### src/rtl/lcd_debug_scheduler.sv
// lcd_debug_scheduler: periodically streams two 32-bit debug words as hex text to a 2-line LCD byte driver
module lcd_debug_scheduler #(
  parameter int REFRESH_CYCLES = 2500000
) (
  input  logic        clk_in,
  input  logic        reset,
  input  logic [31:0] debug_reg1,
  input  logic [31:0] debug_reg2,
  input  logic [31:0] debug_reg3,
  input  logic [31:0] debug_reg4,
  input  logic        page_next,
  input  logic        lcd_ready,
  output logic        lcd_valid,
  output logic        lcd_rs,
  output logic [7:0]  lcd_data,
  output logic        busy,
  output logic        frame_done,
  output logic        page,
  output logic        overrun
);
  localparam int CW = (REFRESH_CYCLES > 1) ? $clog2(REFRESH_CYCLES) : 1;
  localparam logic [CW-1:0] LAST = CW'(REFRESH_CYCLES - 1);
  typedef enum logic [2:0] {IDLE, SNAP, ADDR1, LINE1, ADDR2, LINE2} state_t;
  state_t state, state_nxt;
  logic [CW-1:0] count;
  logic tick, pending, page_req, xfer, line_end;
  logic [4:0] idx;
  logic [31:0] word1, word2, word;
  logic [3:0] nib;
  logic [7:0] hex, chr;
  assign tick = count == LAST;
  assign xfer = lcd_valid && lcd_ready;
  assign line_end = idx == 5'd15;
  // Free-running refresh counter; tick on its terminal value
  always_ff @(posedge clk_in or posedge reset)
    if (reset) count <= '0;
    else count <= tick ? '0 : count + 1'b1;
  // State register
  always_ff @(posedge clk_in or posedge reset)
    if (reset) state <= IDLE;
    else state <= state_nxt;
  // Frame bookkeeping: pending/overrun tracking, page selection, snapshot and character index
  always_ff @(posedge clk_in or posedge reset)
    if (reset) begin
      pending  <= 1'b0;
      overrun  <= 1'b0;
      page_req <= 1'b0;
      page     <= 1'b0;
      word1    <= '0;
      word2    <= '0;
      idx      <= '0;
    end else begin
      page_req <= page_req ^ page_next;
      if (state == IDLE) pending <= 1'b0;
      else if (tick) begin
        pending <= 1'b1;
        if (pending) overrun <= 1'b1;
      end
      if (state == SNAP) begin
        page  <= page_req;
        word1 <= page_req ? debug_reg3 : debug_reg1;
        word2 <= page_req ? debug_reg4 : debug_reg2;
      end
      if (state == ADDR1 || state == ADDR2) idx <= '0;
      else if (xfer) idx <= idx + 1'b1;
    end
  // Next-state logic: a frame is SNAP, address, 16 chars, address, 16 chars
  always_comb begin
    state_nxt = state;
    case (state)
      IDLE:    state_nxt = (tick || pending) ? SNAP : IDLE;
      SNAP:    state_nxt = ADDR1;
      ADDR1:   state_nxt = xfer ? LINE1 : ADDR1;
      LINE1:   state_nxt = (xfer && line_end) ? ADDR2 : LINE1;
      ADDR2:   state_nxt = xfer ? LINE2 : ADDR2;
      LINE2:   state_nxt = (xfer && line_end) ? IDLE : LINE2;
      default: state_nxt = IDLE;
    endcase
  end
  // Byte generation from state and index; depends only on registered values so it holds while stalled
  always_comb begin
    word       = (state == LINE2) ? word2 : word1;
    nib        = 4'(word >> (7'd40 - {idx, 2'b00}));
    hex        = (nib < 4'd10) ? 8'h30 + {4'h0, nib} : 8'h37 + {4'h0, nib};
    chr        = (idx == 5'd0) ? 8'h52 :
                 (idx == 5'd1) ? 8'h31 + {6'd0, page, state == LINE2} :
                 (idx == 5'd2) ? 8'h3D :
                 (idx <= 5'd10) ? hex : 8'h20;
    lcd_valid  = state != IDLE && state != SNAP;
    lcd_rs     = state == LINE1 || state == LINE2;
    lcd_data   = (state == ADDR1) ? 8'h80 : (state == ADDR2) ? 8'hC0 : lcd_rs ? chr : 8'h00;
    busy       = state != IDLE;
    frame_done = state == LINE2 && line_end && xfer;
  end
endmodule

### config.mk
export PLATFORM = sky130hd
export DESIGN_NAME = lcd_debug_scheduler
export DESIGN_NICKNAME = d
export VERILOG_FILES = /design/src/rtl/lcd_debug_scheduler.sv
export SDC_FILE = /design/constraint.sdc
export NUM_CORES = 1
export LEC_CHECK = 0
export CORE_MARGIN = 10
export CORE_UTILIZATION = 49
export CTS_CLUSTER_DIAMETER = 120
export DETAILED_ROUTE_END_ITERATION = 7
export PLACE_DENSITY = 0.81
export SYNTH_ARGS = -nofsm -noshare
export SYNTH_HDL_FRONTEND = slang
export SYNTH_SLANG_ARGS = --single-unit
### constraint.sdc
create_clock -name clk_in -period 4 [get_ports clk_in]
set_input_delay 0.4 -clock clk_in [delete_from_list [all_inputs] [get_ports clk_in]]
set_output_delay 0.4 -clock clk_in [all_outputs]
set_load 0.005 [all_outputs]
==> key figures <==
Hold path
  – Hold Path Stages: 1
  – Min-delay worst type: reg -> reg

Setup path
  – Crit Path Category: reg -> out
  – Crit-path max FO: 7
  – Crit. End Element: output port
  – R2R cell count: 5
  – Crit start category: register
  – Worst path arrival time: 3470 ps
  – Critical path data required time: 3600 ps

Logic synthesis
  – Post-synthesis cell type count: 53
  – Area share of the largest cell type after synthesis: between 40 and 50%
  – Mapped cell area: ~0.0055 mm^2
  – Mapped Cells: 548
  – Ys flop type: dfrtp_1
  – Synth Register Bits: 98
  – Main area contributors after synthesis: dfrtp_1 45%, mux2i_1 12%, nor2_1 6.9%
  – Warnings, synthesis: 0
  – Syn nets: 687
  – Synth area leader: dfrtp_1
  – Post-synth ARST share: 100%
  – Post-synth EDFFs: 0
  – Sequential-to-total area share from yosys stat: 44.8%
  – Mean Syn Cell Area: 9.99 um^2

Finish
  – Area growth from synthesis to layout: 32.4%
  – Fin nets: 814
  – Most frequent cells in the layout: 145 x clkdlybuf4s50_1, 101 x nor2_1, 96 x dfrtp_1, 72 x a21oi_1, 66 x mux2i_1
  – Final Util: about two thirds
  – Commonest non-fill, non-tap cell in the layout: clkdlybuf4s50_1
  – Layout cells sized above 1: 8.53%
  – Ant diodes: 0

GRT
  – Most used routing layer: met2
  – Gr usage total: 17.8%
  – Initial antenna violation count: 0
  – Vias in the first global route: 4,747
  – Met2 usage: 30.0%
  – Met3 usage: 6.50%
  – GRT met1 Usage: 21.3%
  – Largest net degree at the start of global routing: around 120
  – Total global routing overflow: 0
  – First-pass GRT wire length: about 23,000 um

Placement
  – PortBufs: 145
  – Final GP Congestion: about 0.88
  – DP Wirelength: 11,100 um
  – Place WS: 458 ps

Status
  – Status: finished, final reports clean

Floorplan
  – Die Ht: 126 um
  – Initial core utilization: 50.3%
  – I/O pins: 146
  – Rows: 38
  – Full die area: 0.0158 mm^2
  – Core box area: 0.0109 mm^2
  – Die W: 126 um

Clock network
  – Clock Path Buffers: 2
  – Root Buffer: clkbuf_8
  – CTS sink count: 98
  – Clk_lat worst skew: 370 ps
  – Number of H-tree levels: 3
  – Num CTS Buffers: 9
  – TritonCTS clock tree: done
  – Clock-pin slew on the worst setup and hold paths: 100 ps

Route
  – Total Routed Length: ~14,000 um
  – DRC viols: 0
  – Post-DRT Antenna Nets: 0
  – Vias per inst: between 5 and 6
  – Vias: 4,522
  – Routed WL per cell: 17.5 um
  – Router iterations before antenna repair: 5
  – Detailed Route Iter0 Violations: 285

Pwr
  – Peak supply drop: roughly 0.27 mV
  – Leakage power: approximately 3.0 nW
  – P per Cell Area: 333 mW/mm^2

STA
  – Min Clock Period, post-route: 3870 ps
  – Final worst-path cycle share: 96.7%
  – Worst slew pin tran: 1060 ps
  – Setup TNS: 0 ps
  – Worst Skew: around 7.5 ps
  – Unrepaired setup endpoints after global routing: yes
  – Fin worst setup slack: 134 ps
  – # setup viols final: 0
  – Final Hold Fails: 0
  – Slew headroom: 29.1%
  – Max Slew Vio Count: 0
  – Worst Hold Margin: 473 ps
  – Max Fclk: 259 MHz

Run
  – Max-capacitance violation count: 0
## registers in the layout, summed over array words and instances, names as in the netlist
signal and count:
page_req 1, pending 1, page 1, count 22, word2 32, idx 5, state 3, word1 32
overrun 1
## critical path: stages, from the launching register on
cell             delay, ps
dfrtp_2                450
inv_1                  130
ha_2                   350
inv_2                  130
mux4_2                 510
nor3_1                 330
nor4_4                 100
o21ai_4                210
a32oi_1                140
nor3_1                 220
clkdlybuf4s50_1        540
## metal layers
layer,share of wire [%],up-vias
met4,0.92,0
li1,-,2176
met2,50,169
met3,8.1,16
met5,0,-
met1,41,2161
## worst paths after layout
path,slack (ps),from,endpoint
setup / recovery,130,idx[1],lcd_data[3]
hold / removal,470,overrun,overrun
setup reg to reg,1640,state[2],word2[30]
hold reg to reg,470,overrun,overrun
max in group asynchronous,2570,reset,word1[29]
min in group asynchronous,570,reset,overrun
## cell usage after synthesis, drive strengths merged, types with 3 or more instances
master / number
nor2: 101
dfrtp: 98
a21oi: 72
mux2i: 66
clkbuf: 26
nand2: 24
nand3: 17
mux4: 16
xor2: 16
xnor2: 15
o21ai: 11
buf: 10
inv: 10
and3: 8
ha: 7
nand4: 7
nor3: 6
a22oi: 4
and2: 4
a211oi: 3
nor2b: 3
nor4: 3
## cell families (layout without fill, tap and decap cells)
kind of cell / count (synthesis) / in the layout / share of synthesized area [%]
buffers and inverters: 46 / 178 / 3.91
AOI/OAI and AO/OA: 102 / 102 / 10.6
xor gates and xnor gates: 31 / 31 / 4.96
muxes: 83 / 83 / 19.0
adders and majority gates: 7 / 7 / 1.60
and+or+nand+nor: 181 / 181 / 15.1
DFF: 98 / 98 / 44.8
## what timing repair did
action,4_1_cts,5_1_grt
buffers inserted,0,2
gates resized for setup,0,7
hold buffers,0,0
endpoints found under the setup margin,0,6
## report_power, final
part	internal (mW)	switching (mW)
clock	0.391	0.344
sequential	0.998	0.158
combinational	0.348	0.174
## stage by stage
step	instance area [um^2]	instances	total power, mW
3_3_place_gp	6970	802	1.68
6_report	7250	820	2.41
4_1_cts	7210	818	2.44
2_1_floorplan	5480	548	1.48
3_5_place_dp	6970	802	1.70
5_1_grt	7250	820	2.53
## layout make-up
| cell class | instances | area [um^2] |
|---|---|---|
| fillers | 823 | 3640 |
| clock inverters | 5 | 85.1 |
| repair buffers | 152 | 1500 |
| clock buffers | 11 | 151 |
| well taps | 140 | 175 |
| flip-flops and latches | 98 | 2460 |
| inverters | 10 | 45.0 |
| multi-input cells | 404 | 2830 |
Power figures use the tool's default switching activity.
